**config.mk**
```make
export PLATFORM = sky130hd
export DESIGN_NAME = led_matrix_pwm_flat
export DESIGN_NICKNAME = d
export VERILOG_FILES = /design/src/rtl/led_matrix_pwm_if.sv /design/src/rtl/led_matrix_pwm.sv /design/src/flat_wrapper.sv
export SDC_FILE = /design/constraint.sdc
export NUM_CORES = 1
export LEC_CHECK = 0
export ABC_AREA = 1
export CORE_MARGIN = 2
export CORE_UTILIZATION = 54
export CTS_CLUSTER_DIAMETER = 100
export DETAILED_ROUTE_END_ITERATION = 16
export PLACE_DENSITY = 0.78
export SLEW_MARGIN = 25
export SYNTH_ARGS = -nofsm -noshare
export SYNTH_HDL_FRONTEND = slang
export SYNTH_SLANG_ARGS = --single-unit
```
**constraint.sdc**
```tcl
create_clock -name clk -period 2.35 [get_ports clk]
set_input_delay 0.235 -clock clk [delete_from_list [all_inputs] [get_ports clk]]
set_output_delay 0.235 -clock clk [all_outputs]
set_load 0.01 [all_outputs]
```
**src/rtl/led_matrix_pwm_if.sv**
```systemverilog
// Bitmap/brightness inputs and LED pin outputs of the LED matrix scanner.
// master = fabric logic producing the frame, slave = the scanner itself.
interface led_matrix_pwm_if #(
    parameter int ROWS     = 4,
    parameter int COLS     = 4,
    parameter int PWM_BITS = 4
);
    logic [ROWS*COLS-1:0] ledbits;
    logic                 load;
    logic [PWM_BITS-1:0]  bright;
    logic [COLS-1:0]      aled;
    logic [ROWS-1:0]      kled_tri;
    logic                 frame_start;

    modport master (
        output ledbits, load, bright,
        input  aled, kled_tri, frame_start
    );

    modport slave (
        input  ledbits, load, bright,
        output aled, kled_tri, frame_start
    );
endinterface

```
**src/rtl/led_matrix_pwm.sv**
```systemverilog
// Row/column LED matrix scanner with global PWM brightness and a double-buffered frame.
// Optional macro LED_MATRIX_BLANK_EN forces the first two clocks of every slot dark.
module led_matrix_pwm #(
    parameter int ROWS          = 4,
    parameter int COLS          = 4,
    parameter int PRESCALE_LOG2 = 5,
    parameter int PWM_BITS      = 4
) (
    input logic               clk,
    input logic               rst,
    led_matrix_pwm_if.slave   bus
);
    localparam int NSLOT = ROWS * COLS;
    localparam int SW    = (NSLOT > 1) ? $clog2(NSLOT) : 1;

    logic [PRESCALE_LOG2-1:0] p_q, p_d;
    logic [SW-1:0]            s_q, s_d;
    logic [NSLOT-1:0]         shadow_q, shadow_d;
    logic [NSLOT-1:0]         display_q, display_d;
    logic [PWM_BITS-1:0]      bright_q, bright_d;
    logic [COLS-1:0]          aled_q, aled_d;
    logic [ROWS-1:0]          kled_q, kled_d;
    logic                     pend_q, pend_d;
    logic                     fs_q, fs_d;

    logic                     p_last, s_last, wrap, slot_start, lit;
    logic [PWM_BITS-1:0]      bright_eff;

    // All-ones brightness is a constant-on level rather than a 15/16 duty.
    function automatic logic pwm_on(input logic [PWM_BITS-1:0] phase,
                                    input logic [PWM_BITS-1:0] level);
        return (level == {PWM_BITS{1'b1}}) || (phase < level);
    endfunction

    always_comb begin
        p_last     = (p_q == {PRESCALE_LOG2{1'b1}});
        s_last     = (s_q == SW'(NSLOT - 1));
        wrap       = p_last && s_last;
        slot_start = (p_q == '0);

        p_d = p_q + PRESCALE_LOG2'(1);
        s_d = s_q;
        if (p_last) begin
            s_d = s_last ? '0 : s_q + SW'(1);
        end

        shadow_d = bus.load ? bus.ledbits : shadow_q;
        // A load coinciding with the frame wrap goes straight to the display.
        display_d = display_q;
        if (wrap) begin
            display_d = bus.load ? bus.ledbits : shadow_q;
        end

        // The level sampled at p=0 governs the whole slot, including p=0 itself.
        bright_d   = slot_start ? bus.bright : bright_q;
        bright_eff = bright_d;

        lit = display_q[s_q] && pwm_on(p_q[PRESCALE_LOG2-1 -: PWM_BITS], bright_eff);
`ifdef LED_MATRIX_BLANK_EN
        if (int'(p_q) < 2) begin
            lit = 1'b0;
        end
`endif

        aled_d = {COLS{1'b1}};
        kled_d = '0;
        for (int r = 0; r < ROWS; r++) begin
            if (lit && (int'(s_q) / COLS == r)) kled_d[r] = 1'b1;
        end
        for (int c = 0; c < COLS; c++) begin
            if (lit && (int'(s_q) % COLS == c)) aled_d[c] = 1'b0;
        end

        // Delay by one so the pulse lines up with slot 0's registered outputs.
        pend_d = wrap;
        fs_d   = pend_q;
    end

    always_ff @(posedge clk or posedge rst) begin
        if (rst) begin
            p_q       <= '0;
            s_q       <= '0;
            shadow_q  <= '0;
            display_q <= '0;
            bright_q  <= '0;
            aled_q    <= {COLS{1'b1}};
            kled_q    <= '0;
            pend_q    <= 1'b0;
            fs_q      <= 1'b0;
        end else begin
            p_q       <= p_d;
            s_q       <= s_d;
            shadow_q  <= shadow_d;
            display_q <= display_d;
            bright_q  <= bright_d;
            aled_q    <= aled_d;
            kled_q    <= kled_d;
            pend_q    <= pend_d;
            fs_q      <= fs_d;
        end
    end

    assign bus.aled        = aled_q;
    assign bus.kled_tri    = kled_q;
    assign bus.frame_start = fs_q;
endmodule

```
**src/flat_wrapper.sv**
```systemverilog
// flat-port wrapper written by rule: the top's interface ports become plain ports
module led_matrix_pwm_flat 
#(
    parameter int ROWS          = 4,
    parameter int COLS          = 4,
    parameter int PRESCALE_LOG2 = 5,
    parameter int PWM_BITS      = 4
)
  (clk, rst, bus_ledbits, bus_load, bus_bright, bus_aled, bus_kled_tri, bus_frame_start);
  led_matrix_pwm_if #(.ROWS(ROWS), .COLS(COLS), .PWM_BITS(PWM_BITS)) bus_i ();
  input logic clk;
  input logic rst;
  input wire logic [$bits(bus_i.ledbits)-1:0] bus_ledbits;
  input wire logic [$bits(bus_i.load)-1:0] bus_load;
  input wire logic [$bits(bus_i.bright)-1:0] bus_bright;
  output wire logic [$bits(bus_i.aled)-1:0] bus_aled;
  output wire logic [$bits(bus_i.kled_tri)-1:0] bus_kled_tri;
  output wire logic [$bits(bus_i.frame_start)-1:0] bus_frame_start;
  assign bus_i.ledbits = bus_ledbits;
  assign bus_i.load = bus_load;
  assign bus_i.bright = bus_bright;
  assign bus_aled = bus_i.aled;
  assign bus_kled_tri = bus_i.kled_tri;
  assign bus_frame_start = bus_i.frame_start;
  led_matrix_pwm #(.ROWS(ROWS), .COLS(COLS), .PRESCALE_LOG2(PRESCALE_LOG2), .PWM_BITS(PWM_BITS)) u_core (.clk(clk), .rst(rst), .bus(bus_i));
endmodule
```
==> flow_summary.yaml <==
status:
  status: "finished clean"
finish:
  num_antenna_cells: 0
  final_cell_area_um2: 2969
  synthToLayoutAreaGrowth_pct: 19.13
  final_common_cell: "dfrtp_1"
  final_cell_mix: "dfrtp_1, clkdlybuf4s50_1, nand2_1"
  drive_gt1_share_pct: 23.23
  fillers: 354
  final_cells: 306
  nNetsFinal: 285
  regArea_um2: 1381
  multi_input_area_um2: 953.4
setup_path:
  crit_family: "simple AND/OR/NAND/NOR gates"
  crit_fanout: 7
  cp_common_cell: "nand2_1"
  critPathMaxStageDelay_ns: 0.41
  crit_type: "reg2reg"
  critPathBufInv: 3
  path_cells: "inv_1, ha_1, inv_1, nor2_4, nand2_4, o21ai_2, inv_1, ha_1, nand2_1, nand2_1, nand2_1, nand2_1, nand2_4, nand2_4, nor2_2"
  cp-end-kind: "register"
  critPathArrivalTime_ns: 2.27
  r2r_slack_ns: 0.28
  worstPathRequired_ns: 2.56
  cp_slowest_cell: "dfrtp_1"
  start_kind: "register"
detailed_routing:
  drtPass1Iterations: 4
  vias_per_cell: 5.209
  post-route-drc-count: 0
  via_count: 1594
  wl_mm: 4.171
  wl_per_cell_um: 13.63
  drt_iter0_drc: 104
  ant_nets: 0
placed_design:
  dpl.cell_count: 298
  io_buffers: 31
  placed_area_um2: 2859
  hpwl_mm: 2.977
  place_congestion: 0.8142
grt:
  grt.busiest_layer: "met2"
  grt_overflow: 0
  antenna_found_initial: 0
  grt_pass1_vias: 1653
  grt_max_degree: 33
  grt_pass1_wl_mm: 7.603
  met1_usage_pct: 26.48
  grt_use_met2_pct: 29.84
  grt_usage_pct: 19.05
  met3_usage_pct: 5.000
synth:
  ys_warn_count: 0
  synth_cells: 217
  synth_top_area_share_pct: 51.20
  syn_area_per_cell_um2: 11.49
  synth_edf_count: 0
  ys.flop_type: "dfrtp_1"
  ys_seq_area_share_pct: 55.42
  syn_nets: 249
  ys_types: 32
  synth_area_um2: 2492
  ys_seq_elements: 55
  synth_top_cell_by_area: "dfrtp_1"
  synth.area.top_cells: "dfrtp_1, mux2_2, ha_1"
  synthArstFlopShare_pct: 100.0
clocking:
  cts_buffers: 5
  postCtsSetupBuffers: 0
  cts_num_sinks: 55
  clk_path_buf_depth: 2
  clk_pin_slew_ns: 0.10
  worstSkewPairLatency_ns: 0.31
  h-tree-depth: 2
  cts_root_buf: "clkbuf_8"
  cts_tree: "yes"
  cts_hold_buf: 0
  cts_resized: 0
timing:
  min_period_ns: 2.067
  rsz0062_at_grt: "no"
  finClkSkew_ns: 0.01026
  finalMaxSlewViolations: 0
  setup_viol: 0
  worst_pin_slew_ns: 0.5178
  fmax_ghz: 0.4838
  finalHoldViolCount: 0
  finalCritPeriodShare_pct: 87.96
  setup-tns-final_ns: 0
  max_slew_margin_pct: 65.43
floorplan:
  core_area_um2: 4414
  rows: 24
  die_y_um: 71.94
  io_pins: 32
  die_area_um2: 5175
  start_util_pct: 56.46
  fp.dieW_um: 71.94
power:
  power_density_nw_per_um2: 588.9
  p_leak_nw: 1.405
  peakVddDrop_mv: 0.3745
job:
  drv_cap: 0
min_path:
  hp-class: "in2async"
## per-stage QoR
stage	utilization [%]	setup WS [ns]	hold slack [ns]	power [mW]
floorplan	-	0.4555	0.3312	1.088
detailed placement	64.77	0.2791	0.3418	1.154
global placement	64.77	0.3270	0.3339	1.149
global route	67.26	0.04189	0.2937	1.821
CTS	67.26	0.2652	0.2820	1.769
finish	67.26	0.2829	0.2717	1.748
## kinds of logic (layout without fill, tap and decap cells)
| kind of cell | count (synthesis) | after routing | share of synthesized area [%] |
|---|---|---|---|
| adders and majority gates | 9 | 9 | 4.518 |
| and+or+nand+nor | 61 | 61 | 13.35 |
| AOI/OAI and AO/OA | 28 | 28 | 6.627 |
| DFF | 55 | 55 | 55.42 |
| xor gates and xnor gates | 4 | 4 | 1.406 |
| buffers and inverters | 34 | 71 | 6.325 |
| muxes | 26 | 26 | 12.35 |
## sequential cells by signal, indices dropped and copies added, names as in the netlist
signal	count
u_core.p_q	5
u_core.bus.kled_tri	4
u_core.bus.aled	4
u_core.bus.frame_start	1
u_core.display_q	16
u_core.shadow_q	16
u_core.fs_d	1
u_core.bright_q	4
u_core.s_q	4
## Yosys cell counts (all sizes together) (2+ instances only)
master / n
dfstp: 4
nand4: 2
inv: 27
xor2: 3
ha: 9
dfrtp: 51
mux2: 26
o21ai: 16
a21oi: 8
nor2: 17
nand2: 30
nand3: 10
buf: 6
## routing by layer
layer	routed length, um	part of all wire [%]	vias up
li1	-	-	773
met1	1896	45	780
met2	2043	49	34
met3	168	4.0	7
met4	62	1.5	0
met5	0	0	-
## layout make-up
| cell class | instances | area share (%) |
|---|---|---|
| flip-flops and latches | 55 | 46.52 |
| multi-input cells | 128 | 32.11 |
| repair buffers | 35 | 11.88 |
| inverters | 28 | 3.582 |
| clock buffers | 6 | 2.444 |
| well taps | 52 | 2.191 |
| clock inverters | 2 | 1.264 |
## report_power, final
group          internal, mW  leakage (nW)  switching [mW]
clock                 0.318        0.0514           0.298
sequential            0.980         0.661         0.00844
combinational        0.0807         0.693          0.0632
total                  1.38          1.41           0.370
## final timing paths
path	startpoint	to	cells past startpoint
max in group asynchronous	rst	u_core.s_q[3]	3
worst min register to register	u_core.fs_d	u_core.bus.frame_start	0
worst min-delay path	rst	u_core.display_q[3]	2
min in group clk	u_core.fs_d	u_core.bus.frame_start	0
worst max-delay path	u_core.p_q[1]	u_core.bus.kled_tri[3]	15
worst max register to register	u_core.p_q[1]	u_core.bus.kled_tri[3]	15
No activity file was read; power rests on OpenSTA's default activity.
